--- src/rtl/vending_lcd_text_builder.sv ---
// Builds the two 16-character LCD lines and the cursor address for the vending machine.
// Line 1 shows the balance, converted to decimal by double-dabble; line 2 shows the idle prompt or a timed event message.
module vending_lcd_text_builder #(
    parameter int unsigned MSG_TICKS = 200
) (
    input  logic         clk_100hz,
    input  logic         rst,
    input  logic [13:0]  balance_i,
    input  logic         upd_i,
    input  logic         ev_valid_i,
    input  logic [2:0]   ev_code_i,
    output logic [127:0] line1_text_o,
    output logic [127:0] line2_text_o,
    output logic [6:0]   ddram_address_o,
    output logic         busy_o,
    output logic         msg_active_o
);

    localparam logic [1:0] StIdle = 2'd0;
    localparam logic [1:0] StConv = 2'd1;
    localparam logic [1:0] StFmt  = 2'd2;

    localparam logic [13:0]  MaxShown   = 14'd9999;
    localparam logic [3:0]   LastShift  = 4'd13;
    localparam logic [15:0]  MsgLast    = 16'(MSG_TICKS - 1);
    localparam logic [6:0]   AddrIdle   = 7'h0E;
    localparam logic [6:0]   AddrMsg    = 7'h40;
    localparam logic [7:0]   AsciiSpace = 8'h20;
    localparam logic [7:0]   AsciiZero  = 8'h30;
    localparam logic [7:0]   AsciiW     = 8'h57;

    localparam logic [87:0]  Line1Prefix = "BALANCE    ";
    localparam logic [127:0] Line1Reset  = "BALANCE       0W";
    localparam logic [127:0] TxtIdle     = "SELECT ITEM     ";
    localparam logic [127:0] TxtSoldOut  = "SOLD OUT        ";
    localparam logic [127:0] TxtNoMoney  = "NOT ENOUGH MONEY";
    localparam logic [127:0] TxtTakeItem = "TAKE YOUR ITEM  ";
    localparam logic [127:0] TxtChange   = "CHANGE RETURNED ";

    logic [1:0]   state_q, state_d;
    logic [13:0]  bin_q, bin_d;
    logic [15:0]  bcd_q, bcd_d;
    logic [3:0]   shift_cnt_q, shift_cnt_d;
    logic         busy_q, busy_d;
    logic         pending_q, pending_d;
    logic [127:0] line1_q, line1_d;
    logic [127:0] line2_q, line2_d;
    logic         msg_active_q, msg_active_d;
    logic [15:0]  msg_cnt_q, msg_cnt_d;
    logic [6:0]   ddram_q, ddram_d;

    logic [14:0]  bcd_adj;
    logic [13:0]  balance_clamped;
    logic [127:0] line1_fmt;
    logic         ev_legal;

    function automatic logic [7:0] to_ascii(input logic [3:0] digit);
        return AsciiZero + {4'h0, digit};
    endfunction

    function automatic logic [127:0] msg_text(input logic [2:0] code);
        logic [127:0] txt;
        case (code)
            3'd1:    txt = TxtSoldOut;
            3'd2:    txt = TxtNoMoney;
            3'd3:    txt = TxtTakeItem;
            default: txt = TxtChange;
        endcase
        return txt;
    endfunction

    assign balance_clamped = (balance_i > MaxShown) ? MaxShown : balance_i;
    assign ev_legal = ev_valid_i && (ev_code_i >= 3'd1) && (ev_code_i <= 3'd4);

    // Bit 15 of the adjusted value is shifted out, so the top nibble keeps only its low 3 bits.
    always_comb begin
        bcd_adj = bcd_q[14:0];
        for (int i = 0; i < 3; i++) begin
            if (bcd_q[4*i +: 4] >= 4'd5) begin
                bcd_adj[4*i +: 4] = bcd_q[4*i +: 4] + 4'd3;
            end
        end
        if (bcd_q[15:12] >= 4'd5) begin
            bcd_adj[14:12] = bcd_q[14:12] + 3'd3;
        end
    end

    // Leading zeros become spaces; the units digit is always shown.
    always_comb begin
        logic show3, show2, show1;
        show3 = (bcd_q[15:12] != 4'd0);
        show2 = show3 || (bcd_q[11:8] != 4'd0);
        show1 = show2 || (bcd_q[7:4] != 4'd0);
        line1_fmt = {Line1Prefix,
                     show3 ? to_ascii(bcd_q[15:12]) : AsciiSpace,
                     show2 ? to_ascii(bcd_q[11:8])  : AsciiSpace,
                     show1 ? to_ascii(bcd_q[7:4])   : AsciiSpace,
                     to_ascii(bcd_q[3:0]),
                     AsciiW};
    end

    always_comb begin
        state_d     = state_q;
        bin_d       = bin_q;
        bcd_d       = bcd_q;
        shift_cnt_d = shift_cnt_q;
        busy_d      = busy_q;
        pending_d   = pending_q;
        line1_d     = line1_q;
        case (state_q)
            StIdle: begin
                if (upd_i || pending_q) begin
                    state_d     = StConv;
                    bin_d       = balance_clamped;
                    bcd_d       = 16'h0000;
                    shift_cnt_d = 4'd0;
                    busy_d      = 1'b1;
                    pending_d   = 1'b0;
                end
            end
            StConv: begin
                pending_d      = pending_q || upd_i;
                {bcd_d, bin_d} = {bcd_adj, bin_q, 1'b0};
                shift_cnt_d    = shift_cnt_q + 4'd1;
                if (shift_cnt_q == LastShift) begin
                    state_d = StFmt;
                end
            end
            StFmt: begin
                pending_d = pending_q || upd_i;
                line1_d   = line1_fmt;
                busy_d    = 1'b0;
                state_d   = StIdle;
            end
            default: begin
                state_d = StIdle;
                busy_d  = 1'b0;
            end
        endcase
    end

    // A legal event always wins, including one that coincides with expiry.
    always_comb begin
        line2_d      = line2_q;
        msg_active_d = msg_active_q;
        msg_cnt_d    = msg_cnt_q;
        ddram_d      = ddram_q;
        if (ev_legal) begin
            line2_d      = msg_text(ev_code_i);
            msg_active_d = 1'b1;
            msg_cnt_d    = 16'd0;
            ddram_d      = AddrMsg;
        end else if (msg_active_q) begin
            if (msg_cnt_q == MsgLast) begin
                line2_d      = TxtIdle;
                msg_active_d = 1'b0;
                msg_cnt_d    = 16'd0;
                ddram_d      = AddrIdle;
            end else begin
                msg_cnt_d = msg_cnt_q + 16'd1;
            end
        end
    end

    always_ff @(posedge clk_100hz or negedge rst) begin
        if (!rst) begin
            state_q      <= StIdle;
            bin_q        <= 14'd0;
            bcd_q        <= 16'h0000;
            shift_cnt_q  <= 4'd0;
            busy_q       <= 1'b0;
            pending_q    <= 1'b0;
            line1_q      <= Line1Reset;
            line2_q      <= TxtIdle;
            msg_active_q <= 1'b0;
            msg_cnt_q    <= 16'd0;
            ddram_q      <= AddrIdle;
        end else begin
            state_q      <= state_d;
            bin_q        <= bin_d;
            bcd_q        <= bcd_d;
            shift_cnt_q  <= shift_cnt_d;
            busy_q       <= busy_d;
            pending_q    <= pending_d;
            line1_q      <= line1_d;
            line2_q      <= line2_d;
            msg_active_q <= msg_active_d;
            msg_cnt_q    <= msg_cnt_d;
            ddram_q      <= ddram_d;
        end
    end

    assign line1_text_o    = line1_q;
    assign line2_text_o    = line2_q;
    assign ddram_address_o = ddram_q;
    assign busy_o          = busy_q;
    assign msg_active_o    = msg_active_q;

endmodule

--- config.mk ---
export PLATFORM = sky130hd
export DESIGN_NAME = vending_lcd_text_builder
export DESIGN_NICKNAME = d
export VERILOG_FILES = /design/src/rtl/vending_lcd_text_builder.sv
export SDC_FILE = /design/constraint.sdc
export NUM_CORES = 1
export LEC_CHECK = 0
export ABC_AREA = 0
export CAP_MARGIN = 5
export CORE_AREA = 10 10 136 138
export CTS_BUF_LIST = sky130_fd_sc_hd__clkbuf_8 sky130_fd_sc_hd__clkbuf_16
export DETAILED_ROUTE_END_ITERATION = 7
export DIE_AREA = 0 0 146 148
export PLACE_DENSITY = 0.81
export SETUP_SLACK_MARGIN = 0.3
export SYNTH_ARGS = -nofsm -noshare
export SYNTH_HDL_FRONTEND = slang
export SYNTH_SLANG_ARGS = --single-unit
export TNS_END_PERCENT = 1
--- constraint.sdc ---
create_clock -name clk_100hz -period 3 [get_ports clk_100hz]
set_input_delay 0.3 -clock clk_100hz [delete_from_list [all_inputs] [get_ports clk_100hz]]
set_output_delay 0.3 -clock clk_100hz [all_outputs]
set_load 0.03 [all_outputs]
Word-level counts from Yosys, hierarchy flattened --
Cells that the tools add are included. W data, S select, Z words.
Storage, ports and cells: output and inout bits 265, flip-flop bits (word level) 222, input bits 21, word-level logic and storage cells 91
Operators by class: magnitude comparators 7, reductions and logical operators 19, add/subtract/negate cells 10, bitwise logic cells 1, muxes and demuxes 34, equality and inequality tests 9
Operators by type and width (number):
- $mux W128 | 3
- $pmux W125 S3 | 1
- $mux W16 | 4
- $mux W7 | 6
- $pmux W16 S2 | 1
- $add A6 B4 Y7 const A | 4
- $mux W14 | 2
- $pmux W14 S2 | 1
- $add A16 B1 Y16 const B | 1
- $eq A16 B8 Y1 const B | 1
- $ge A4 B3 Y1 const B | 4
- $mux W4 | 4
- $gt A14 B14 Y1 const B | 1
- $add A4 B2 Y4 const B | 3
- $reduce_bool A4 Y1 | 3
- $reduce_and A2 Y1 | 5
- $pmux W4 S2 | 1
- $reduce_bool A2 Y1 | 4
- $eq A3 B2 Y1 const B | 2
- $mux W1 | 5
- $add A4 B1 Y4 const B | 1
- $eq A4 B4 Y1 const B | 1
- $mux W2 | 2
- $ne A2 B2 Y1 const B | 2
- 14 further kinds | 18

Longest topological paths before layout --
word-level depth 5, depth in mapped cells 8, mapped depth without buffers 6

Worst setup path after synthesis --
Ideal clock, no wire load.
path kind flip-flop to flip-flop, from register msg_active_q, in the netlist msg_active_o, to register line2_q[104], in the netlist line2_text_o[104], path buffers 2, cell stages (with the launch flop) 7, required time 2871 ps, period minus slack after synthesis 2112 ps, library setup time 129 ps, arrival 1983 ps, setup slack 888 ps, cells stage by stage dfrtp_1 > or4b_1 > or4_4 > buf_6 > buf_6 > a31oi_1 > o21ai_1
Between the ends: longest elaborated chain between the ends 2
RTL lines:
- start: declaration | RTL line 48 | logic msg_active_q, msg_active_d;
- start signal: assignment | RTL line 187 | msg_active_q <= msg_active_d;
- $reduce_bool A2 Y1 (no source line)
- $reduce_and A2 Y1 (no source line)
- end signal: assignment | RTL line 174 | line2_q <= TxtIdle;
- end signal: assignment | RTL line 186 | line2_q <= line2_d;
- end: declaration | RTL line 47 | logic [127:0] line2_q, line2_d;
No other way between the ends. A chain may end at the register's enable or synchronous reset.

Final worst setup path --
from register msg_cnt_q[10], to register line2_q[94], in the netlist line2_text_o[94]
Between the ends: longest elaborated chain between the ends 3
RTL lines:
- start: declaration | RTL line 49 | logic [15:0] msg_cnt_q, msg_cnt_d;
- start signal: assignment | RTL line 188 | msg_cnt_q <= msg_cnt_d;
- $eq A16 B8 Y1 | RTL line 154 | if (msg_cnt_q == MsgLast) begin
- $reduce_bool A2 Y1 (no source line)
- $reduce_and A2 Y1 (no source line)
No other way between the ends.

==> flow_metrics.env <==
export IMPL_result_of_the_run="finished with violations"
export IMPL_violations_in_the_final_reports="negative hold slack"
export IMPL_grt_util_overall=0.134
export IMPL_critical_path_slowest_cell="sky130_fd_sc_hd__or4_4"
export IMPL_first_global_vias=4632
export IMPL_dominantRegCellSynth="sky130_fd_sc_hd__dfrtp_1"
export IMPL_detail_route_iter0_violations=229
export IMPL_crit_arrival_ns=2.58
export IMPL_cp_data_required_time_ns=3.27
export IMPL_slew_viol_final=0
export IMPL_final_setup_skew_ns=0.00954
export IMPL_yosys_warnings=0
export IMPL_tns_ns=0
export IMPL_finalHoldViolCount=27
export IMPL_vdd_drop_max_uv=509
export IMPL_slew_headroom=0.547
export IMPL_syn2layout_area_growth_pct=12.6
export IMPL_clock_sink_count=102
export IMPL_post_cts_resize_count=0
export IMPL_coreArea_sq_um=15700
export IMPL_postCtsSetupRepairBufs=0
export IMPL_finish_utilization=0.474
export IMPL_vias_per_cell=4.69
export IMPL_detailedRoute_firstPassIterationCount=4
export IMPL_n_antenna_cell=0
export IMPL_cpLargestDelayFamily="simple AND/OR/NAND/NOR gates"
export IMPL_post_synth_num_cell_types=57
export IMPL_drive_gt1_frac=0.0896
export IMPL_slowest_delay_ns=0.65
export IMPL_clockBufferDepth=2
export IMPL_finalNonFillerCells=986
export IMPL_synth_cell_area_sq_um=6610
export IMPL_grt_antenna_before_repair=0
export IMPL_die_height_microns=148
export IMPL_global_route_overflow_total=0
export IMPL_fin_nets=802
export IMPL_yosysSeqAreaShare=0.389
export IMPL_dieWidth_microns=146
export IMPL_hold_class="input port to asynchronous set/reset pin"
export IMPL_final_common_cell="sky130_fd_sc_hd__conb_1"
export IMPL_final_cell_mix="sky130_fd_sc_hd__conb_1, sky130_fd_sc_hd__clkdlybuf4s50_1, sky130_fd_sc_hd__dfrtp_1"
export IMPL_clk_insertion_delay_late_ns=0.36
export IMPL_numPortBuffers=133
export IMPL_preCtsSetupSlack_ns=0.634
export IMPL_htree_num_levels=3
export IMPL_grt_start_max_net_pins=54
export IMPL_vias=4627
export IMPL_post_route_drc_count=0
export IMPL_syn_area_per_cell_sq_um=9.48
export IMPL_setup_repair_after_global_routing_missed_its_margin="false"
export IMPL_std_cell_rows=46
export IMPL_worstPathMaxFanout=19
export IMPL_antenna_violating_nets_post_route=0
export IMPL_fp_dieArea_sq_um=21600
export IMPL_start_util=0.421
export IMPL_number_of_enable_flip_flop_cells_after_synthesis=0
export IMPL_setup_violations=0
export IMPL_clockRootBuffer="sky130_fd_sc_hd__clkbuf_16"
export IMPL_whs_ns=-0.0132
export IMPL_power_leakage_uw=0.00337
export IMPL_clk_pin_slew_ns=0.07
export IMPL_max_slew_worst_pin_slew_ns=0.680
export IMPL_worst_path_buf_inv=0
export IMPL_io_pins=286
export IMPL_setup_worst_path_end_class="flop"
export IMPL_cts_buffers=9
export IMPL_post_synth_inst_count=698
export IMPL_routed_wl_mm=15.3
export IMPL_period_minus_slack_ns=2.31
export IMPL_cts_tree="built"
export IMPL_avgRoutedWirePerCell_microns=15.5
export IMPL_criticalPathCategory="flop to flop"
export IMPL_critPathLaunchType="flop"
export IMPL_maxClockFrequency_mhz=433
export IMPL_hold_buffers=0
export IMPL_numPlacedInstances=970
export IMPL_async_flop_share=1.00
export IMPL_setup_slack_ns=0.691
export IMPL_dp_hpwl_mm=12.0
export IMPL_grt_pass1_wl_mm=24.2
export IMPL_cap_viol_max_count=0
export IMPL_post_route_period_util=0.770
export IMPL_timing_critical_path_cells="or4_1 -> or4_4 -> nand2_2 -> a2bb2oi_1"
export IMPL_powerDensity_nw_per_um2=659
export IMPL_synth_ff_latch_count=102
export IMPL_place_gp_congestion=0.833
through the flow:
stage / power [uW] / hold WS [ns] / instance area [sq um]
after global placement: 3730 / 0.383 / 7150
after CTS: 4940 / 0.000225 / 7450
after detailed placement: 3770 / 0.388 / 7150
after floorplan: 3400 / 0.00441 / 7180
final: 4900 / -0.0132 / 7450
after global routing: 5200 / 0.0295 / 7450
cell families after synthesis:
kind of cell,synth area share
adder cells (fa/ha/maj),0.0303
AND/OR/NAND/NOR,0.124
multiplexers,0.0282
AO/OA/AOI/OAI,0.140
other,0.00114
flip-flops,0.389
XOR/XNOR,0.0132
buffers and inverters,0.275
report_power, final:
group / leakage (uW) / internal (uW) / switching [uW]
logic: 0.00193 / 682 / 1250
registers: 0.00130 / 1620 / 197
clock network: 0.000148 / 643 / 513
sequential cells by signal (all words and copies together), names as in the netlist:
signal and count:
shift_cnt_q 4, line1_text_o 19, line2_text_o 28, msg_cnt_q 16, msg_active_o 1, bin_q 14
bcd_q 16, pending_q 1, state_q 2, busy_o 1
final timing paths:
check                                 startpoint          endpoint  slack [ns]  cells past startpoint
worst max-delay path               msg_cnt_q[10]  line2_text_o[94]        0.69                      4
worst min-delay path                         rst         bin_q[11]       -0.01                      1
worst max register to register     msg_cnt_q[10]  line2_text_o[94]        0.69                      4
worst min register to register  line1_text_o[20]  line1_text_o[20]        0.49                      1
max in group asynchronous                    rst  line2_text_o[67]        2.24                      2
min in group clk_100hz          line1_text_o[20]  line1_text_o[20]        0.49                      1
worst register-to-register path, delay by kind of cell (launching register included):
kind               cells  cell delay (ns)
AOI/OAI and AO/OA      1             0.22
DFF                    1             0.42
and+or+nand+nor        3             1.59
cells in the mapped netlist (5+ instances only):
cell / number / share of area
sky130_fd_sc_hd__dfstp_2: 14 / 0.056
sky130_fd_sc_hd__o2bb2ai_1: 5 / 0.0066
sky130_fd_sc_hd__clkbuf_1: 19 / 0.011
sky130_fd_sc_hd__a21oi_1: 37 / 0.028
sky130_fd_sc_hd__nor3_1: 7 / 0.0053
sky130_fd_sc_hd__nor3b_1: 14 / 0.016
sky130_fd_sc_hd__nand2b_1: 6 / 0.0057
sky130_fd_sc_hd__nor2_1: 25 / 0.014
sky130_fd_sc_hd__and3_1: 6 / 0.0057
sky130_fd_sc_hd__or4_1: 8 / 0.0091
sky130_fd_sc_hd__nand2_1: 35 / 0.020
sky130_fd_sc_hd__o21ai_0: 25 / 0.019
sky130_fd_sc_hd__mux2_2: 13 / 0.022
sky130_fd_sc_hd__dfrtp_1: 88 / 0.33
sky130_fd_sc_hd__a22o_1: 9 / 0.012
sky130_fd_sc_hd__o21ai_1: 9 / 0.0068
sky130_fd_sc_hd__ha_1: 16 / 0.030
sky130_fd_sc_hd__or3_1: 8 / 0.0076
sky130_fd_sc_hd__inv_1: 23 / 0.013
sky130_fd_sc_hd__o22ai_1: 7 / 0.0066
sky130_fd_sc_hd__nand3_1: 15 / 0.011
sky130_fd_sc_hd__buf_4: 217 / 0.25
sky130_fd_sc_hd__xnor2_1: 6 / 0.0079
sky130_fd_sc_hd__a211oi_1: 5 / 0.0057
sky130_fd_sc_hd__nand4_1: 6 / 0.0057
sky130_fd_sc_hd__o31ai_1: 11 / 0.012
layout make-up:
class                           instances  area (sq um)
Tap cell                              216           270
Timing Repair Buffer                  146          1440
Inverter                               23          86.3
Clock inverter                          7          67.6
Multi-Input combinational cell        483          2790
Fill cell                            1488          8270
Sequential cell                       102          2570
Clock buffer                            9           225
per-layer routing:
layer / part of all wire / global-route usage / vias up
met5: 0 / 0 / -
met4: 0.014 / 0.0395 / 0
met3: 0.080 / 0.0528 / 19
met2: 0.51 / 0.236 / 192
met1: 0.39 / 0.145 / 2229
li1: - / - / 2187
No activity file was read; power rests on OpenSTA's default activity.
